<file path="src/rtl/sort_pkg.sv">
// Shared types and constants for the 10-entry 16-bit sorter and its result reader.
package sort_pkg;
  localparam int unsigned SORT_N          = 10;
  localparam int unsigned SORT_W          = 16;
  localparam int unsigned DEFAULT_TIMEOUT = 1024;

  typedef logic [SORT_W-1:0] sort_word_t;

  typedef enum logic [2:0] {
    IDLE,
    REQ,
    WAIT,
    STREAM,
    FIN
  } rd_state_t;
endpackage

</file>
<file path="src/rtl/sort_result_reader_if.sv">
// Serial valid/ready result stream from the sort reader to a downstream consumer.
interface sort_result_reader_if #(
  parameter int unsigned W = 16
);
  logic [W-1:0] dout;
  logic         dout_valid;
  logic         dout_ready;
  logic         dout_last;

  modport master (output dout, output dout_valid, output dout_last, input dout_ready);
  modport slave  (input dout, input dout_valid, input dout_last, output dout_ready);
endinterface

</file>
<file path="src/rtl/sort_result_reader.sv">
// Requests a sort, captures the ten result words on done and streams them out one per handshake.
// Optional ascending-order checker enabled by defining SORT_ORDER_CHECK_EN.
module sort_result_reader
  import sort_pkg::*;
#(
  parameter int unsigned N       = SORT_N,
  parameter int unsigned W       = SORT_W,
  parameter int unsigned TIMEOUT = DEFAULT_TIMEOUT
) (
  input  logic                 clk,
  input  logic                 reset,
  input  logic                 start,
  output logic                 rd_en,
  input  logic                 done,
  input  logic [W-1:0]         dat_in0,
  input  logic [W-1:0]         dat_in1,
  input  logic [W-1:0]         dat_in2,
  input  logic [W-1:0]         dat_in3,
  input  logic [W-1:0]         dat_in4,
  input  logic [W-1:0]         dat_in5,
  input  logic [W-1:0]         dat_in6,
  input  logic [W-1:0]         dat_in7,
  input  logic [W-1:0]         dat_in8,
  input  logic [W-1:0]         dat_in9,
  sort_result_reader_if.master out,
  output logic                 busy,
  output logic                 rd_done,
  output logic                 timeout,
  output logic                 order_err
);
  localparam int unsigned IW = $clog2(N);
  localparam int unsigned CW = $clog2(TIMEOUT);

  rd_state_t     state_q, state_d;
  logic [W-1:0]  din   [N];
  logic [W-1:0]  cap_q [N];
  logic [IW-1:0] idx_q;
  logic [CW-1:0] cnt_q;
  logic          timeout_q;
  logic          xfer;
  logic          at_last;
  logic          expired;
  logic          accept_start;

  always_comb begin
    din[0] = dat_in0;
    din[1] = dat_in1;
    din[2] = dat_in2;
    din[3] = dat_in3;
    din[4] = dat_in4;
    din[5] = dat_in5;
    din[6] = dat_in6;
    din[7] = dat_in7;
    din[8] = dat_in8;
    din[9] = dat_in9;
  end

  assign xfer         = (state_q == STREAM) && out.dout_ready;
  assign at_last      = (idx_q == IW'(N - 1));
  assign expired      = (cnt_q == CW'(TIMEOUT - 1));
  assign accept_start = (state_q == IDLE) && start;

  always_ff @(posedge clk or posedge reset) begin
    if (reset) state_q <= IDLE;
    else       state_q <= state_d;
  end

  always_comb begin
    state_d = state_q;
    unique case (state_q)
      IDLE:    if (start) state_d = REQ;
      REQ:     state_d = WAIT;
      WAIT: begin
        if (done)         state_d = STREAM;
        else if (expired) state_d = IDLE;
      end
      STREAM:  if (xfer && at_last) state_d = FIN;
      FIN:     state_d = IDLE;
      default: state_d = IDLE;
    endcase
  end

  always_ff @(posedge clk or posedge reset) begin
    if (reset) begin
      for (int unsigned i = 0; i < N; i++) cap_q[i] <= '0;
      idx_q     <= '0;
      cnt_q     <= '0;
      timeout_q <= 1'b0;
    end else begin
      unique case (state_q)
        IDLE: if (start) timeout_q <= 1'b0;
        REQ:  cnt_q <= '0;
        WAIT: begin
          if (done) begin
            cap_q <= din;
            idx_q <= '0;
          end else if (expired) begin
            timeout_q <= 1'b1;
          end else begin
            cnt_q <= cnt_q + 1'b1;
          end
        end
        STREAM: if (xfer && !at_last) idx_q <= idx_q + 1'b1;
        default: ;
      endcase
    end
  end

  assign rd_en          = (state_q == REQ);
  assign busy           = (state_q != IDLE);
  assign rd_done        = (state_q == FIN);
  assign timeout        = timeout_q;
  assign out.dout_valid = (state_q == STREAM);
  assign out.dout_last  = (state_q == STREAM) && at_last;
  assign out.dout       = (state_q == STREAM) ? cap_q[idx_q] : '0;

`ifdef SORT_ORDER_CHECK_EN
  logic [W-1:0] prev_q;
  logic         order_err_q;

  // prev_q tracks the last word actually handed over, so stalls never compare a word with itself.
  always_ff @(posedge clk or posedge reset) begin
    if (reset) begin
      prev_q      <= '0;
      order_err_q <= 1'b0;
    end else if (accept_start) begin
      order_err_q <= 1'b0;
    end else if (xfer) begin
      prev_q <= cap_q[idx_q];
      if (idx_q != '0 && cap_q[idx_q] < prev_q) order_err_q <= 1'b1;
    end
  end

  assign order_err = order_err_q;
`else
  assign order_err = 1'b0;
`endif
endmodule

</file>
<file path="src/flat_wrapper.sv">
// flat-port wrapper written by rule: the top's interface ports become plain ports
module sort_result_reader_flat import sort_pkg::*;
#(
  parameter int unsigned N       = SORT_N,
  parameter int unsigned W       = SORT_W,
  parameter int unsigned TIMEOUT = DEFAULT_TIMEOUT
)
  (clk, reset, start, rd_en, done, dat_in0, dat_in1, dat_in2, dat_in3, dat_in4, dat_in5, dat_in6, dat_in7, dat_in8, dat_in9, busy, rd_done, timeout, order_err, out_dout, out_dout_valid, out_dout_last, out_dout_ready);
  sort_result_reader_if #(.W(W)) out_i ();
  input  logic clk;
  input  logic reset;
  input  logic start;
  output logic rd_en;
  input  logic done;
  input  logic [W-1:0] dat_in0;
  input  logic [W-1:0] dat_in1;
  input  logic [W-1:0] dat_in2;
  input  logic [W-1:0] dat_in3;
  input  logic [W-1:0] dat_in4;
  input  logic [W-1:0] dat_in5;
  input  logic [W-1:0] dat_in6;
  input  logic [W-1:0] dat_in7;
  input  logic [W-1:0] dat_in8;
  input  logic [W-1:0] dat_in9;
  output logic busy;
  output logic rd_done;
  output logic timeout;
  output logic order_err;
  output wire logic [$bits(out_i.dout)-1:0] out_dout;
  output wire logic [$bits(out_i.dout_valid)-1:0] out_dout_valid;
  output wire logic [$bits(out_i.dout_last)-1:0] out_dout_last;
  input wire logic [$bits(out_i.dout_ready)-1:0] out_dout_ready;
  assign out_dout = out_i.dout;
  assign out_dout_valid = out_i.dout_valid;
  assign out_dout_last = out_i.dout_last;
  assign out_i.dout_ready = out_dout_ready;
  sort_result_reader #(.N(N), .W(W), .TIMEOUT(TIMEOUT)) u_core (.clk(clk), .reset(reset), .start(start), .rd_en(rd_en), .done(done), .dat_in0(dat_in0), .dat_in1(dat_in1), .dat_in2(dat_in2), .dat_in3(dat_in3), .dat_in4(dat_in4), .dat_in5(dat_in5), .dat_in6(dat_in6), .dat_in7(dat_in7), .dat_in8(dat_in8), .dat_in9(dat_in9), .out(out_i), .busy(busy), .rd_done(rd_done), .timeout(timeout), .order_err(order_err));
endmodule
</file>
<file path="config.mk">
export PLATFORM = sky130hd
export DESIGN_NAME = sort_result_reader_flat
export DESIGN_NICKNAME = d
export VERILOG_FILES = /design/src/rtl/sort_pkg.sv /design/src/rtl/sort_result_reader_if.sv /design/src/rtl/sort_result_reader.sv /design/src/flat_wrapper.sv
export SDC_FILE = /design/constraint.sdc
export NUM_CORES = 1
export LEC_CHECK = 0
export ABC_CLOCK_PERIOD_IN_PS = 7600
export CAP_MARGIN = 0
export CORE_AREA = 4 4 135 137
export CTS_BUF_LIST = sky130_fd_sc_hd__clkbuf_4
export CTS_CLUSTER_DIAMETER = 150
export DETAILED_ROUTE_END_ITERATION = 16
export DIE_AREA = 0 0 139 141
export PLACE_DENSITY = 0.81
export SYNTH_ARGS = -nofsm -noshare
export SYNTH_HDL_FRONTEND = slang
export SYNTH_SLANG_ARGS = --single-unit
</file>
<file path="constraint.sdc">
create_clock -name clk -period 7.6 [get_ports clk]
set_input_delay 1.52 -clock clk [delete_from_list [all_inputs] [get_ports clk]]
set_output_delay 1.52 -clock clk [all_outputs]
set_load 0.005 [all_outputs]
</file>
# ---- After elaboration in Yosys (flattened, before gate mapping)
# Cells that the tools add are included.
# W data, S select, Z words.
dict set report totals {
  output_inout_bits 23
  in_bits 165
  ff_bits 178
}
dict set report classes {
  eq_ne 14
  n_bitwise 1
  add_sub_neg 2
  order_cmp 1
  n_reduce_logical 15
  mux 19
}
# operator n
set ops {}
lappend ops {{$bmux W16 S4} 1}
lappend ops {{$mux W16} 3}
lappend ops {{$mux W10} 2}
lappend ops {{$pmux W10 S2} 1}
lappend ops {{$mux W3} 4}
lappend ops {{$pmux W3 S4} 1}
lappend ops {{$add A10 B1 Y10 const B} 1}
lappend ops {{$eq A10 B10 Y1 const B} 1}
lappend ops {{$reduce_and A3 Y1} 3}
lappend ops {{$mux W4} 2}
lappend ops {{$ne A2 B2 Y1 const B} 4}
lappend ops {{$pmux W4 S2} 1}
lappend ops {{$eq A3 B2 Y1 const B} 2}
lappend ops {{$ne A2 B1 Y1 const B} 3}
lappend ops {{$reduce_bool A2 Y1} 3}
lappend ops {{$ge A5 B5 Y1 const B} 1}
lappend ops {{$not A4 Y5} 1}
lappend ops {{$add A4 B1 Y4 const B} 1}
lappend ops {{$eq A4 B4 Y1 const B} 1}
lappend ops {{$logic_and A1 B1 Y1} 4}
lappend ops {{$reduce_and A4 Y1} 1}
lappend ops {{$eq A3 B1 Y1 const B} 1}
lappend ops {{$eq A3 B3 Y1 const B} 1}
lappend ops {{$logic_not A3 Y1} 1}
lappend ops {{other kinds (6)} 8}

# ---- Longest topological paths before layout
# Gate-level depths: netlist of the first run.
dict set report depth {
  depth_word 5
  depth_mapped 8
  ltp_nobuf 6
}

# ---- Worst setup path before layout of the first run
# Ideal clock, no wire load.
dict set report synth_timing {
  kind {flip-flop to output port}
  startpoint {register u_core.idx_q[0]}
  endpoint {output port out_dout[10]}
  stages_incl_launch_ff 6
  n_path_buf 2
  arrival_time_ns 1.588
  slack_ns 4.492
  cell_sequence {dfrtp_1 > buf_2 > buf_2 > mux4_2 > a22oi_1 > nand2_1}
}
dict set report synth_between {
  elab_chain_len 5
}
# element line
set synth_rtl {}
lappend synth_rtl {{from (decl)} sort_result_reader.sv:37} ;# logic [IW-1:0] idx_q;
lappend synth_rtl {{from (signal assigned)} sort_result_reader.sv:103} ;# STREAM: if (xfer && !at_last) idx_q <= idx_q + 1'b1;
lappend synth_rtl {{$not A4 Y5 (not written as such)} sort_result_reader.sv:115} ;# assign out.dout = (state_q == STREAM) ? cap_q[idx_q] : '0;
lappend synth_rtl {{$bmux W16 S4} sort_result_reader.sv:115}
lappend synth_rtl {{$mux W16 (not written as such) (2 in a row)} sort_result_reader.sv:115}
lappend synth_rtl {{$mux W16} sort_result_reader.sv:115}
lappend synth_rtl {{to (decl)} flat_wrapper.sv:29} ;# output wire logic [$bits(out_i.dout)-1:0] out_dout;
# No other way between the ends. The select of a mux whose other input is x is not followed.

# ---- Worst setup path in the final report of the first run
dict set report layout_timing {
  startpoint {register u_core.idx_q[1]}
  endpoint {output port out_dout[6]}
}
# The elaborated chain is that of the path after synthesis.

==> metrics.cfg, run 1 <==
[run_status]
status = finished clean

[pwr]
power.share.clock_pct = 12.8
seqPwrFrac_pct = 44.1
sw_frac_of_total_pct = 31.4
leakagePower_nw = 4.55
comb_power_share_pct = 43.1
ir_drop_mv = 0.205
p_int_mw = 2.73
powerDensity_nw_per_um2 = 365
p_switching_mw = 1.25

[global_route]
grt_max_degree = 146
grt_usage_pct = 21.8
grt_pass1_vias = 5844
antenna_found_initial = 2
grt-ovfl-total = 0
grt_pass1_wl_mm = 33.1

[critical_path]
criticalPathCategory = reg2out
path_max_fanout = 37
critPathLaunchType = flip-flop
arrival_ns = 3.21
reg2reg_depth = 4
cp-end-kind = output pin
cp.required_ns = 6.08

[route]
final_antenna_net_count = 0
drc_errors = 0
wl_per_cell_um = 21.5
drt-total-wl_mm = 21.0
dr.pass1.iters = 6
vias_per_cell = 5.65
num_vias = 5530
drtIter0Drc = 566

[final_layout]
layout.nets = 912
antenna_cells = 0
syn2layout_area_growth_pct = 23.0
finalNonFillerCells = 979
drive_gt1_share_pct = 33.0

[placed_design]
port-buffer-count = 186
place_congestion = 0.882
hpwlAfterDp_mm = 15.4
dp_cells = 950

[synthesis]
synth_top_area_share_pct = 50.3
synth_cell_type_count = 46
yosysSeqAreaShare_pct = 50.3
synthArstFlopShare_pct = 100
synth_area_um2 = 8850
postSynthAreaPerCell_um2 = 15.5
synth.area.top_cells = dfrtp_1, mux2_4, mux2_2, mux4_2, buf_12
synth_edf_count = 0
synth_warnings = 0
syn_inst = 570
synth_seq_cells = 178
ys_dominant_reg_cell = dfrtp_1
yosysTopAreaCell = dfrtp_1
syn_nets = 738

[floorplan]
core_area_um2 = 17100
design.die.area_um2 = 19600
initial_core_util_pct = 51.9
rows = 48
die_w_um = 139
die_h_um = 141
boundaryPins = 188

[clock_tree]
htreeDepth = 4
clk_pin_slew_ns = 0.13
clockBufferDepth = 2
ctsResizeCount = 0
cts-buffers-inserted = 17
tritoncts = yes
hold_buffers = 0
clock_sinks = 178
cts_setup_buffers = 0
root_buffer = clkbuf_4
insertion_delay_ns = 0.57

[flow_run]
max-cap-violations = 0

[timing]
min_period_over_period_pct = 62.3
finClkSkew_ns = 0.0267
final-hold-violation-count = 0
finalSetupViolations = 0
fmax_mhz = 211
rsz0062_at_grt = false
finalSetupTns_ns = 0
worstMarginPinSlew_ns = 1.16
slew_violations = 0
fin_crit_ns = 4.73
relSlewSlack_pct = 22.6

[hold_path]
holdPathStages = 1
hold_class = reg2reg

==> routing by layer <==
layer  share of wire, %  routed length [um]  up-vias  global-route usage (%)
met5               0.11                  23        -                       0
met4                1.5                 309        4                    4.89
met3                6.8                1420       30                    6.24
met2                 49               10300      238                    36.2
met1                 42                8940     2822                    28.9
li1                   -                   -     2436                       -
==> power groups by stage <==
stage,Clock [mW],Sequential (mW),Combinational [mW]
final,0.508,1.76,1.71
after global routing,0.560,1.82,1.82
after CTS,0.522,1.76,1.72
after detailed placement,0,1.78,1.71
after global placement,0,1.74,1.68
after floorplan,0,1.59,1.44
==> sequential cells by signal, summed over array words and instances (netlist names) <==
signal and count:
u_core.cnt_q 10, u_core.idx_q 4, u_core.cap_q 160, u_core.timeout 1, u_core.state_q 3
==> per-stage QoR <==
stage                     setup slack [ns]  total power, mW  hold slack [ns]  util (%)  instance area (um^2)
final                                 2.87             3.98            0.497      63.9                 10900
after global routing                  2.65             4.19            0.534      63.9                 10900
after CTS                             2.79             4.00            0.503      63.9                 10900
after detailed placement              3.44             3.49            0.474      62.4                 10600
after global placement                3.48             3.42            0.462      62.4                 10600
after floorplan                       1.25             3.03            0.452         -                  8850
==> cell usage after synthesis (2+ instances only) <==
master	instances
nor4b_4	2
nand4_1	3
nor3_1	8
ha_1	3
a31oi_1	3
nor2b_1	5
inv_1	9
a22oi_1	17
o21ai_0	9
or3_1	2
clkbuf_1	3
mux2_2	74
nand2_1	44
dfrtp_1	178
nor3b_1	2
a21oi_1	4
buf_1	2
buf_8	7
buf_12	11
and3_1	2
nor2_1	6
buf_2	8
mux4_2	32
and2_1	2
mux2_4	100
mux2_1	4
a221o_1	2
nand3_1	9
and2_4	2
==> worst max-delay path, stage by stage (launching register included) <==
cell and delay [ns]:
dfrtp_2 0.78, nor4b_4 0.98, nand2_1 0.24, nand2_1 0.13, clkdlybuf4s50_1 0.51
==> layout by cell type (no fill, tap or decap), types with 2 or more instances in the layout <==
master / count
and2_4: 2
clkinv_1: 2
a21oi_1: 4
mux4_2: 32
clkinv_2: 2
and3_1: 2
nor4b_4: 2
a221o_1: 2
clkbuf_4: 18
ha_1: 3
nand2_1: 44
clkdlybuf4s50_1: 186
or3_1: 2
nor3b_1: 2
a22oi_1: 17
mux2_4: 100
mux2_1: 4
nor3_2: 2
clkinvlp_4: 4
nor2b_1: 5
nand3_1: 9
inv_1: 8
nand4_1: 3
nor3_1: 6
mux2_2: 74
o21ai_0: 9
and2_1: 2
a31oi_1: 3
bufinv_16: 2
inv_6: 2
nor2_1: 6
dfrtp_1: 176
==> worst paths after layout <==
path                                   start                end  slack [ns]
min                          u_core.cap_q[3]    u_core.cap_q[3]        0.50
max in group asynchronous              reset    u_core.idx_q[0]        4.68
max reg2reg                u_core.state_q[0]  u_core.cap_q[117]        4.80
min reg2reg                  u_core.cap_q[3]    u_core.cap_q[3]        0.50
min in group asynchronous              reset   u_core.cap_q[27]        1.60
max                          u_core.idx_q[1]        out_dout[6]        2.87
==> cell families (layout without fill, tap and decap cells) <==
logic type	Yosys count	after routing	synth area share (%)
AOI/OAI and AO/OA	41	41	3.32
adders and majority gates	3	3	0.424
buffers and inverters	42	226	4.93
DFF	178	178	50.3
muxes	210	210	35.0
other	1	1	0.0424
and+or+nand+nor	95	95	5.95
==> cell type report <==
class,count,area [um^2]
Clock inverter,11,116
Inverter,9,38.8
Multi-Input combinational cell,350,3970
Fill cell,1251,6160
Timing Repair Buffer,188,1890
Tap cell,225,282
Sequential cell,178,4460
Clock buffer,18,135
Power figures use the tool's default switching activity.
==> run 2: changes to the inputs <==
- ABC_CLOCK_PERIOD_IN_PS: 7600 -> 4860
- clock period: 7.6 -> 4.86 ns (I/O delays scaled with it)
==> run 2 against run 1 <==
  * Clock skew decreased by 0.011 ns
  * Sequential cell count unchanged
  * Worst hold slack improved by 0.016 ns
  * Routed wire length increased by 0.99%
  * Largest power group unchanged
  * Largest cell class unchanged
  * Critical path type unchanged
==> metrics.cfg, run 2 (synthesis results as in run 1) <==
[run_status]
status = finished clean

[critical_path]
critPathBufInv = 1  ; unchanged
arrival_ns = 3.14  ; -0.07 ns
path_cells = nor4b_4 -> nand2_1 -> nand2_1 -> clkdlybuf4s50_1
path_max_fanout = 37  ; unchanged
cp.required_ns = 3.89  ; -2.19 ns
slowest_delay_ns = 0.95  ; -0.03 ns
crit_path_frequent_cell = nand2_1
criticalPathCategory = reg2out
cp-end-kind = output pin
crit_family = simple AND/OR/NAND/NOR gates
slowest_stage = nor4b_4
critPathLaunchType = flip-flop

[pwr]
comb_power_share_pct = 41.8  ; -1.3 points
seqPwrFrac_pct = 43.0  ; -1.1 points
powerDensity_nw_per_um2 = 578  ; +58%
power.share.clock_pct = 15.2  ; +2.4 points
ir_drop_mv = 0.285  ; +39%
leakagePower_nw = 4.64  ; +1.9%
p_int_mw = 4.42  ; +62%
sw_frac_of_total_pct = 30.7  ; -0.70 points
p_switching_mw = 1.96  ; +57%

[final_layout]
syn2layout_area_growth_pct = 24.8
final_cell_mix = clkdlybuf4s50_1, dfrtp_1, mux2_4
largest_register_ffs = 160  ; unchanged
top_register = u_core.cap_q
layout_commonest_cell = clkdlybuf4s50_1
layout.nets = 918  ; +0.66%
finalNonFillerCells = 989  ; +1.0%
drive_gt1_share_pct = 33.9  ; +0.92 points
design_area_um2 = 11100  ; +1.5%
utilization_pct = 64.8  ; +0.93 points
reg.largest.list = u_core.cap_q (160), u_core.cnt_q (10), u_core.idx_q (4)

[clock_tree]
root_buffer = clkbuf_4
hold_buffers = 0  ; unchanged
clock_sinks = 178  ; unchanged
clk_pin_slew_ns = 0.14  ; about the same
htreeDepth = 4  ; unchanged
clockBufferDepth = 2  ; unchanged
cts-buffers-inserted = 17  ; unchanged
ctsResizeCount = 0  ; unchanged
insertion_delay_ns = 0.57  ; about the same
tritoncts = yes
cts_setup_buffers = 0  ; unchanged

[timing]
final-hold-violation-count = 0  ; unchanged
min_period_over_period_pct = 84.6
slew_violations = 0  ; unchanged
relSlewSlack_pct = 37.1  ; +14 points
finClkSkew_ns = 0.0155  ; -0.0112 ns
finalSetupTns_ns = 0  ; unchanged
hold_slack_ns = 0.513  ; +0.0164 ns
finalSetupViolations = 0  ; unchanged
fin_crit_ns = 4.11
fmax_mhz = 243
worstMarginPinSlew_ns = 0.940  ; -0.221 ns
rsz0062_at_grt = false

[route]
num_vias = 5473  ; -1.0%
drtIter0Drc = 326  ; -42%
dr.pass1.iters = 4  ; -2
drt-total-wl_mm = 21.2  ; +0.99%
vias_per_cell = 5.53  ; -2.0%
final_antenna_net_count = 0  ; unchanged
wl_per_cell_um = 21.5  ; about the same
drc_errors = 0  ; unchanged

[floorplan]
boundaryPins = 188  ; unchanged
initial_core_util_pct = 51.9  ; unchanged
core_area_um2 = 17100  ; unchanged
rows = 48  ; unchanged
die_h_um = 141  ; unchanged
design.die.area_um2 = 19600  ; unchanged
die_w_um = 139  ; unchanged

[global_route]
grt_pass1_wl_mm = 33.7  ; +1.7%
antenna_found_initial = 1  ; -1
grt_usage_pct = 22.1  ; +0.32 points
grt-ovfl-total = 0  ; unchanged
grt_max_degree = 81  ; -45%
grt_pass1_vias = 5956  ; +1.9%

[placed_design]
hpwlAfterDp_mm = 15.8  ; +3.0%
place_congestion = 0.885  ; +0.37%
place_area_um2 = 10700  ; +0.65%
port-buffer-count = 186  ; unchanged
dp_cells = 956  ; +0.63%

[hold_path]
hold_class = reg2reg

[flow_run]
max-cap-violations = 0  ; unchanged

run 2: cell count changes in the layout (fill, tap and decap cells not counted), moves of 2 or more:
cell / before / now
buf_4: 1 / 5
buf_12: 1 / 3
bufinv_16: 2 / 5
clkinv_2: 2 / 5
run 2: power by group through the flow:
| stage | Sequential [mW] | Clock (mW) | Combinational [mW] |
|---|---|---|---|
| global placement | 2.73 | 0 | 2.60 |
| floorplan | 2.49 | 0 | 2.25 |
| CTS | 2.75 | 0.991 | 2.69 |
| global route | 2.84 | 1.05 | 2.84 |
| detailed placement | 2.78 | 0 | 2.67 |
| finish | 2.75 | 0.969 | 2.67 |
run 2: worst reg2reg max path, stage by stage, from the launching register on:
cell	delay [ns]
dfrtp_1	0.56
nor3b_4	0.47
and2_4	0.54
buf_12	0.45
mux2_2	0.48
run 2: worst paths after layout:
path,slack [ns],endpoint,startpoint,cells after the start
max,0.75,out_dout[8],u_core.idx_q[1],4
min,0.51,u_core.cap_q[7],u_core.cap_q[7],1
max in group asynchronous,2.97,u_core.idx_q[0],reset,3
max reg2reg,2.26,u_core.cap_q[152],u_core.state_q[0],4
min reg2reg,0.51,u_core.cap_q[7],u_core.cap_q[7],1
min in group asynchronous,0.88,u_core.cap_q[22],reset,2
run 2: layer usage:
layer	up-vias	wire length (um)	GRT usage, %
li1	2458	-	-
met1	2815	9120	29.6
met2	179	10800	37.1
met3	19	1120	5.43
met4	2	223	4.89
met5	-	12	0
run 2: cell type report:
| class | instances | area [um^2] |
|---|---|---|
| well taps | 225 | 282 |
| repair buffers | 194 | 1960 |
| inverters | 9 | 37.5 |
| multi-input cells | 350 | 3970 |
| clock buffers | 17 | 128 |
| diodes | 1 | 2.50 |
| flip-flops and latches | 178 | 4460 |
| clock inverters | 15 | 211 |
| fillers | 1245 | 6000 |
run 2: stage by stage:
step,power [mW],setup WS (ns)
global route,6.73,0.566
global placement,5.33,1.41
floorplan,4.74,1.61
finish,6.39,0.746
CTS,6.43,0.688
detailed placement,5.45,1.36
